## src/rtl/i2s_rx.sv

```systemverilog
// I2S slave receiver: synchronises LRCK/BCK/DATA, deserialises Philips-I2S frames and
// strobes out one stereo PCM pair per frame. Optional peak meters under I2S_RX_PEAK_EN.
module i2s_rx #(
    parameter int DATA_W      = 16,
    parameter int SLOT_BITS   = 24,
    parameter int SYNC_STAGES = 2,
    parameter int TIMEOUT     = 1023
) (
    input  logic              clk,
    input  logic              rst_n,
    input  logic              i2s_lrck,
    input  logic              i2s_bck,
    input  logic              i2s_data,
    output logic [DATA_W-1:0] left_data,
    output logic [DATA_W-1:0] right_data,
    output logic              sample_valid,
    output logic              frame_err,
    output logic              locked,
    input  logic              peak_clr,
    output logic [DATA_W-1:0] peak_left,
    output logic [DATA_W-1:0] peak_right
);

    localparam int              WD_W     = $clog2(TIMEOUT + 1);
    localparam logic [WD_W-1:0] WD_MAX   = WD_W'(TIMEOUT);
    localparam logic [5:0]      SLOT_CNT = 6'(SLOT_BITS);

    typedef enum logic [1:0] {
        IDLE,
        LEFT,
        RIGHT
    } state_t;

    logic [SYNC_STAGES-1:0] lrck_sync_reg;
    logic [SYNC_STAGES-1:0] bck_sync_reg;
    logic [SYNC_STAGES-1:0] data_sync_reg;

    logic bck_s, lr_s, data_s;
    logic bck_prev_reg;
    logic rise_reg, lr_smp_reg, data_smp_reg;
    logic lr_prev_reg;

    state_t            state_reg;
    logic [5:0]        bit_cnt_reg;
    logic [DATA_W-1:0] shift_reg;
    logic [DATA_W-1:0] left_hold_reg;
    logic              slot_ok_reg;
    logic [WD_W-1:0]   wd_cnt_reg;

    logic [DATA_W-1:0] left_data_reg, right_data_reg;
    logic              sample_valid_reg, frame_err_reg, locked_reg;

    logic [5:0]        cnt_inc;
    logic [DATA_W-1:0] word_next;
    logic              lr_edge;

    // Synchroniser chains: stage 0 takes the pin, each later stage the one before it.
    always_ff @(posedge clk) begin
        if (!rst_n) begin
            lrck_sync_reg[0] <= 1'b0;
            bck_sync_reg[0]  <= 1'b0;
            data_sync_reg[0] <= 1'b0;
        end else begin
            lrck_sync_reg[0] <= i2s_lrck;
            bck_sync_reg[0]  <= i2s_bck;
            data_sync_reg[0] <= i2s_data;
        end
    end

    generate
        for (genvar gi = 1; gi < SYNC_STAGES; gi++) begin : g_sync
            always_ff @(posedge clk) begin
                if (!rst_n) begin
                    lrck_sync_reg[gi] <= 1'b0;
                    bck_sync_reg[gi]  <= 1'b0;
                    data_sync_reg[gi] <= 1'b0;
                end else begin
                    lrck_sync_reg[gi] <= lrck_sync_reg[gi-1];
                    bck_sync_reg[gi]  <= bck_sync_reg[gi-1];
                    data_sync_reg[gi] <= data_sync_reg[gi-1];
                end
            end
        end
    endgenerate

    assign bck_s  = bck_sync_reg[SYNC_STAGES-1];
    assign lr_s   = lrck_sync_reg[SYNC_STAGES-1];
    assign data_s = data_sync_reg[SYNC_STAGES-1];

    // Registered rise pulse with DATA/LRCK captured in the same cycle.
    always_ff @(posedge clk) begin
        if (!rst_n) begin
            bck_prev_reg <= 1'b0;
            rise_reg     <= 1'b0;
            lr_smp_reg   <= 1'b0;
            data_smp_reg <= 1'b0;
        end else begin
            bck_prev_reg <= bck_s;
            rise_reg     <= bck_s & ~bck_prev_reg;
            lr_smp_reg   <= lr_s;
            data_smp_reg <= data_s;
        end
    end

    assign lr_edge = lr_smp_reg != lr_prev_reg;
    assign cnt_inc = (bit_cnt_reg == 6'd63) ? 6'd63 : bit_cnt_reg + 6'd1;

    // Current bit lands at DATA_W-1-bit_cnt; bits past DATA_W never match and are dropped.
    always_comb begin
        word_next = shift_reg;
        for (int i = 0; i < DATA_W; i++) begin
            if (bit_cnt_reg == 6'(DATA_W - 1 - i)) begin
                word_next[i] = data_smp_reg;
            end
        end
    end

    always_ff @(posedge clk) begin
        if (!rst_n) begin
            state_reg        <= IDLE;
            lr_prev_reg      <= 1'b0;
            bit_cnt_reg      <= '0;
            shift_reg        <= '0;
            left_hold_reg    <= '0;
            slot_ok_reg      <= 1'b0;
            wd_cnt_reg       <= '0;
            left_data_reg    <= '0;
            right_data_reg   <= '0;
            sample_valid_reg <= 1'b0;
            frame_err_reg    <= 1'b0;
            locked_reg       <= 1'b0;
        end else begin
            sample_valid_reg <= 1'b0;
            frame_err_reg    <= 1'b0;
            if (rise_reg) begin
                wd_cnt_reg  <= '0;
                lr_prev_reg <= lr_smp_reg;
                if (lr_edge) begin
                    // The edge bit is the outgoing slot's LSB: commit with it included.
                    shift_reg   <= '0;
                    bit_cnt_reg <= '0;
                    case (state_reg)
                        IDLE: begin
                            if (!lr_smp_reg) begin
                                state_reg  <= LEFT;
                                locked_reg <= 1'b1;
                            end
                        end
                        LEFT: begin
                            left_hold_reg <= word_next;
                            slot_ok_reg   <= (cnt_inc == SLOT_CNT);
                            state_reg     <= RIGHT;
                        end
                        RIGHT: begin
                            if (slot_ok_reg && (cnt_inc == SLOT_CNT)) begin
                                left_data_reg    <= left_hold_reg;
                                right_data_reg   <= word_next;
                                sample_valid_reg <= 1'b1;
                            end else begin
                                frame_err_reg <= 1'b1;
                            end
                            state_reg <= LEFT;
                        end
                        default: begin
                            state_reg  <= IDLE;
                            locked_reg <= 1'b0;
                        end
                    endcase
                end else begin
                    shift_reg   <= word_next;
                    bit_cnt_reg <= cnt_inc;
                end
            end else begin
                if (wd_cnt_reg != WD_MAX) begin
                    wd_cnt_reg <= wd_cnt_reg + 1'b1;
                end
                // Bit clock gone: silently drop the partial frame and wait for the next LRCK fall.
                if (wd_cnt_reg == WD_MAX - 1'b1) begin
                    state_reg   <= IDLE;
                    locked_reg  <= 1'b0;
                    shift_reg   <= '0;
                    bit_cnt_reg <= '0;
                end
            end
        end
    end

    assign left_data    = left_data_reg;
    assign right_data   = right_data_reg;
    assign sample_valid = sample_valid_reg;
    assign frame_err    = frame_err_reg;
    assign locked       = locked_reg;

`ifdef I2S_RX_PEAK_EN
    logic [DATA_W-1:0] peak_left_reg, peak_right_reg;
    logic [DATA_W-1:0] left_abs, right_abs, left_base, right_base;

    function automatic logic [DATA_W-1:0] abs_sat(input logic [DATA_W-1:0] x);
        if (!x[DATA_W-1]) begin
            return x;
        end else if (x == {1'b1, {(DATA_W-1){1'b0}}}) begin
            return {1'b0, {(DATA_W-1){1'b1}}};
        end else begin
            return -x;
        end
    endfunction

    assign left_abs   = abs_sat(left_data_reg);
    assign right_abs  = abs_sat(right_data_reg);
    assign left_base  = peak_clr ? '0 : peak_left_reg;
    assign right_base = peak_clr ? '0 : peak_right_reg;

    // A clear coinciding with a new sample clears first, then takes the new magnitude.
    always_ff @(posedge clk) begin
        if (!rst_n) begin
            peak_left_reg  <= '0;
            peak_right_reg <= '0;
        end else if (sample_valid_reg) begin
            peak_left_reg  <= (left_abs > left_base) ? left_abs : left_base;
            peak_right_reg <= (right_abs > right_base) ? right_abs : right_base;
        end else if (peak_clr) begin
            peak_left_reg  <= '0;
            peak_right_reg <= '0;
        end
    end

    assign peak_left  = peak_left_reg;
    assign peak_right = peak_right_reg;
`else
    logic unused_peak_clr;
    assign unused_peak_clr = peak_clr;
    assign peak_left       = '0;
    assign peak_right      = '0;
`endif

endmodule

```

## config.mk

```make
export PLATFORM = sky130hd
export DESIGN_NAME = i2s_rx
export DESIGN_NICKNAME = d
export VERILOG_FILES = /design/src/rtl/i2s_rx.sv
export SDC_FILE = /design/constraint.sdc
export NUM_CORES = 1
export LEC_CHECK = 0
export ABC_AREA = 0
export BUFFER_PORTS_ARGS = -buffer_cell sky130_fd_sc_hd__buf_4
export CORE_MARGIN = 2
export CORE_UTILIZATION = 49
export DETAILED_ROUTE_END_ITERATION = 7
export PLACE_DENSITY = 0.78
export SYNTH_ARGS = -nofsm -noshare
export SYNTH_HDL_FRONTEND = slang
export SYNTH_SLANG_ARGS = --single-unit
export TNS_END_PERCENT = 10
```

## constraint.sdc

```tcl
create_clock -name clk -period 3 [get_ports clk]
set_clock_uncertainty 0.1 [all_clocks]
set_input_delay 0.45 -clock clk [delete_from_list [all_inputs] [get_ports clk]]
set_output_delay 0.45 -clock clk [all_outputs]
set_load 0.03 [all_outputs]
```

# Word level (Yosys, flattened, before mapping)
# Index checks and enable logic that the tools add are counted.
totals:
  reg_bits: 97
  elab_cells: 98
op_classes:
  addsub: 2
  n_eq_ne: 25
  mux: 35
  n_bitwise: 3
  n_reduce_logical: 11
op_table:
  columns: ["op", "n"]
  rows:
  - ["6-bit by 4-bit equality test with 1-bit output (second input constant)", 8]
  - ["16-bit 2-to-1 mux", 3]
  - ["6-bit by 3-bit equality test with 1-bit output (second input constant)", 4]
  - ["6-bit 2-to-1 mux", 4]
  - ["1-bit 2-to-1 mux", 22]
  - ["6-bit by 2-bit equality test with 1-bit output (second input constant)", 2]
  - ["4-bit AND reduction", 3]
  - ["10-bit by 1-bit adder with 10-bit output (second input constant)", 1]
  - ["10-bit equality test (second input constant)", 1]
  - ["10-bit != test (second input constant)", 1]
  - ["2-bit 2-to-1 mux", 4]
  - ["6-bit by 1-bit adder with 6-bit output (second input constant)", 1]
  - ["6-bit by 1-bit equality test with 1-bit output (second input constant)", 1]
  - ["6-bit by 5-bit equality test with 1-bit output (second input constant)", 1]
  - ["6-bit equality test (second input constant)", 1]
  - ["6-bit logical NOT", 1]
  - ["2-bit case mux with 3 select lines", 1]
  - ["3-bit AND reduction", 2]
  - ["2-bit OR reduction", 2]
  - ["3-bit != test (second input constant)", 1]
  - ["2-bit by 1-bit equality test with 1-bit output (second input constant)", 1]
  - ["2-bit equality test (second input constant)", 1]
  - ["2-bit logical NOT", 1]
  - ["2-bit by 1-bit != test with 1-bit output (second input constant)", 1]
  - ["7 further kinds", 8]

# Logic depth before layout (Yosys ltp)
logic_depth:
  word_depth: 5
  mapped_depth: 8

# Least setup slack after synthesis
# No wires, ideal clock.
synth_path:
  kind: "register -> register"
  start: "reg bit_cnt_reg[0]"
  end: "reg left_data_reg[0] (netlist: left_data[0])"
  arrival_time_ns: 1.895
  t_required_ns: 2.828
  setup_slack_ns: 0.933
  stages_incl_launch_ff: 9
  path_buffers: 2
  period_less_slack_ns: 2.067
  path_cell_list: "dfxtp_1 > ha_1 > and3_1 > a211oi_1 > o2111a_2 > and2_1 > buf_6 > buf_8 > mux2i_1"
synth_between:
  elab_chain_len: 5
synth_lines:
  columns: ["element", "line_no", "rtl"]
  rows:
  - ["start: declaration", "44", "logic [5:0] bit_cnt_reg;"]
  - ["start signal: assignment", "171", "bit_cnt_reg <= cnt_inc;"]
  - ["6-bit by 1-bit adder with 6-bit output or 6-bit equality test (tied branches)", "106", "assign cnt_inc = (bit_cnt_reg == 6'd63) ? 6'd63 : bit_cnt_reg + 6'd1;"]
  - ["6-bit 2-to-1 mux *", "106", null]
  - ["6-bit by 5-bit equality test with 1-bit output *", "155", "if (slot_ok_reg && (cnt_inc == SLOT_CNT)) begin"]
  - ["1-bit logical AND *", "155", null]
  - ["4-bit AND reduction (no source line) *", null, null]
  - ["end signal: assignment", "156", "left_data_reg <= left_hold_reg;"]
  - ["end: declaration", "50", "logic [DATA_W-1:0] left_data_reg, right_data_reg;"]
# Every way passes the cells marked *; elsewhere a longest branch is shown, timed or not.
# A chain may end at the register's enable or synchronous reset.

# Worst setup path after layout
layout_path:
  start: "reg bit_cnt_reg[2]"
  end: "reg left_data_reg[4] (netlist: left_data[4])"
# Same word-level chain as after synthesis.

==> impl_table.tex <==
\begin{tabular}{lr}
\hline
Metric & Value \\
\hline
\multicolumn{2}{l}{\textbf{Timing}} \\
Clock period minus final worst setup slack & 2500 ps \\
Slew @ Worst Pin & 860 ps \\
Sum Neg Setup Slack & 0 ps \\
Headroom to the max-slew limit & 42.7\% \\
Setup violation total in the final timing report & 0 \\
Max-slew violations & 0 \\
Final Hold Viols & 0 \\
RSZ-0062 raised after global routing & false \\
Final worst path period share & 83.4\% \\
Max frequency & 400 MHz \\
\multicolumn{2}{l}{\textbf{Worst setup path}} \\
Worst EP required & 3200 ps \\
Data arrival at the endpoint of the critical path & 2700 ps \\
Worst Setup Start Kind & register \\
Capture instance of the worst register-to-register path & left\_data[4] \\
Category of the worst setup path capture point & register \\
Crit path max fanout & 15 \\
Origin of the worst setup path & bit\_cnt\_reg[2] \\
Minimum setup slack among reg-to-reg paths & 500 ps \\
Worst setup path class & register to register \\
R2r startpoint & bit\_cnt\_reg[2] \\
Number of cells traversed by the worst register-to-register path & 6 \\
\multicolumn{2}{l}{\textbf{Pwr}} \\
Static Leakage & 2.21 nW \\
Worst vdd ir & 258 uV \\
Pwr per Cell Area & 466 nW/um\^{}2 \\
\multicolumn{2}{l}{\textbf{Yosys}} \\
Synthesis-stage register bit count & 97 \\
EDFF count, synth & 0 \\
Number of distinct standard cells referenced by the synthesized netlist & 46 \\
Top FF cell, synth & sky130\_fd\_sc\_hd\_\_dfxtp\_1 \\
Sequential cell area fraction in the yosys report & 43.2\% \\
Largest cells by area after synthesis & sky130\_fd\_sc\_hd\_\_dfxtp\_1 43\%, sky130\_fd\_sc\_hd\_\_mux2i\_1 7.6\%, sky130\_fd\_sc\_hd\_\_nand2\_1 6.1\%, sky130\_fd\_sc\_hd\_\_o211a\_1 5.3\%, sky130\_fd\_sc\_hd\_\_buf\_4 5.3\% \\
Portion of synthesized cell area occupied by the leading cell type & 43.2\% \\
Post-Synthesis Cell Area & 4490 sq um \\
Syn. warnings & 0 \\
Top-count cell post-synth & sky130\_fd\_sc\_hd\_\_dfxtp\_1 \\
Cells after Synth & 488 \\
Async set-or-reset flop fraction in the synthesized netlist & 0\% \\
Top cell type by total area after synthesis & sky130\_fd\_sc\_hd\_\_dfxtp\_1 \\
Top cells by count, synth & 97 x sky130\_fd\_sc\_hd\_\_dfxtp\_1, 73 x sky130\_fd\_sc\_hd\_\_nand2\_1, 34 x sky130\_fd\_sc\_hd\_\_mux2i\_1 \\
Mean area per synthesized cell & 9.21 sq um \\
\multicolumn{2}{l}{\textbf{Min path}} \\
Number of cells traversed by the worst hold path & 2 \\
Worst min-delay path category & primary input to register \\
Worst min-delay path endpoint & lrck\_sync\_reg[0] \\
Hold Startpoint & i2s\_lrck \\
\multicolumn{2}{l}{\textbf{Final layout}} \\
Area of the multi-input gates & 2210 sq um \\
Fraction of layout cells with a size suffix above 1 & 13.3\% \\
Synthesis-to-finish area growth & 9.08\% \\
Fillers & 748 \\
Total number of nets in the final design & 529 \\
Finished Cell Area & 4900 sq um \\
Antenna fix cells & 0 \\
Footprint of the flip-flops and latches & 1940 sq um \\
\multicolumn{2}{l}{\textbf{Clock tree}} \\
Maximum root-to-sink buffer count & 2 \\
Clk sink count & 97 \\
Post-CTS Hold Buffers & 0 \\
CTS HTree Levels & 3 \\
TritonCTS buffer count & 9 \\
TritonCTS clock tree & built \\
Clock latency of the later-clocked register in the worst-skew pair & 370 ps \\
Post-CTS setup-driven buffer insertion count & 0 \\
Cell at the root of the clock tree & sky130\_fd\_sc\_hd\_\_clkbuf\_8 \\
Clock transition at path regs & 90 ps \\
\# resized after CTS & 0 \\
\multicolumn{2}{l}{\textbf{Floorplan}} \\
Starting utilization of the core area & 51.0\% \\
Rows & 34 \\
Horiz. Die Dim & 99.8 microns \\
Area of the die & 9950 sq um \\
Vertical die dimension & 99.8 microns \\
Top Ports & 73 \\
Core Box Area & 8810 sq um \\
\multicolumn{2}{l}{\textbf{Drt}} \\
Via count of the routed design & 3317 \\
Detail-routed net length per standard cell & 13.2 microns \\
Post-detailed-route via-to-cell ratio & 5.31 \\
Post-route DRC violation count & 0 \\
Number of antenna-violating nets in the routed design & 0 \\
Number of DRC markers in iteration 0 & 148 \\
Wirelength, routed & 8260 microns \\
Drt first pass iters & 4 \\
\multicolumn{2}{l}{\textbf{Global route}} \\
Global route total overflow & 0 \\
Number of global-route vias before repair & 3158 \\
Tot GR Track Use & 17.0\% \\
Antenna violations before repair & 0 \\
First-pass GRT wire length & 13800 microns \\
Pin count of the biggest net entering global routing & 41 \\
\multicolumn{2}{l}{\textbf{Placed design}} \\
Routability congestion estimate & 0.790 \\
Post-detail-place hpwl & 5560 microns \\
Buffers on Ports & 39 \\
Area after detailed placement & 4700 sq um \\
\multicolumn{2}{l}{\textbf{Run}} \\
Number of maximum-capacitance violations & 0 \\
\multicolumn{2}{l}{\textbf{Outcome}} \\
Status & finished, final reports clean \\
\hline
\end{tabular}
==> cell families after synthesis <==
kind of cell             after synthesis  synth area share [%]
AND/OR/NAND/NOR                      178                  19.6
flip-flops                            97                  43.2
AO/OA/AOI/OAI                         79                  14.0
buffers and inverters                 77                  10.1
multiplexers                          38                  8.57
adder cells (fa/ha/maj)               11                  3.06
XOR/XNOR                               7                  1.36
other                                  1                0.0834
==> routing by layer <==
metal,routed length (microns),track usage (%),part of all wire (%)
met3,374,3.83,4.5
met2,3920,30.1,47
met1,3830,19.9,46
met5,0,0,0
met4,131,6.95,1.6
==> how the worst max path moves through the flow <==
| stage | to | slack (ps) | cells after the start |
|---|---|---|---|
| floorplan | left_data[0] | 930 | 8 |
| global placement | left_data[1] | 610 | 7 |
| detailed placement | left_data[4] | 520 | 7 |
| CTS | left_data[4] | 520 | 7 |
| global route | left_data[4] | 370 | 7 |
| finish | left_data[4] | 500 | 6 |
==> cell type report <==
cell class,count,share of cell area [%]
multi-input cells,345,45.2
flip-flops and latches,97,39.6
repair buffers,46,7.30
clock buffers,11,2.88
well taps,108,2.76
clock inverters,5,1.28
inverters,13,0.995
==> power breakdown <==
| group | internal, mW | switching [mW] | total (mW) |
|---|---|---|---|
| Clock | 0.413 | 0.457 | 0.870 |
| Sequential | 1.30 | 0.00876 | 1.30 |
| Combinational | 0.0202 | 0.0918 | 0.112 |
| Total | 1.73 | 0.558 | 2.29 |
==> cells in the final DEF (no fill, tap or decap), types with 8 or more instances in the layout <==
cell / count
sky130_fd_sc_hd__ha_1: 11
sky130_fd_sc_hd__o2bb2ai_1: 12
sky130_fd_sc_hd__buf_4: 45
sky130_fd_sc_hd__and2_1: 22
sky130_fd_sc_hd__nor2_1: 14
sky130_fd_sc_hd__a21oi_1: 11
sky130_fd_sc_hd__nor2b_1: 14
sky130_fd_sc_hd__inv_1: 13
sky130_fd_sc_hd__mux2i_1: 34
sky130_fd_sc_hd__dfxtp_1: 97
sky130_fd_sc_hd__conb_1: 32
sky130_fd_sc_hd__nand4_1: 8
sky130_fd_sc_hd__nand3_1: 23
sky130_fd_sc_hd__clkbuf_8: 10
sky130_fd_sc_hd__nand2_1: 73
sky130_fd_sc_hd__o211a_1: 24
==> through the flow <==
step	instances	util [%]	power, mW	hold WS (ps)	setup WS (ps)
after floorplan	519	-	1.46	267	933
after CTS	625	55.7	2.30	176	519
after detailed placement	609	53.4	1.45	284	520
final	625	55.7	2.29	186	497
after global routing	625	55.7	2.37	169	373
after global placement	609	53.4	1.44	272	607
==> worst max-delay path, stage by stage, from the launching register on <==
cell,delay (ps)
sky130_fd_sc_hd__dfxtp_1,630
sky130_fd_sc_hd__and4_1,400
sky130_fd_sc_hd__and4b_1,290
sky130_fd_sc_hd__o21a_2,160
sky130_fd_sc_hd__and2_1,400
sky130_fd_sc_hd__buf_4,270
sky130_fd_sc_hd__mux2i_1,200
No activity file was read; power rests on OpenSTA's default activity.
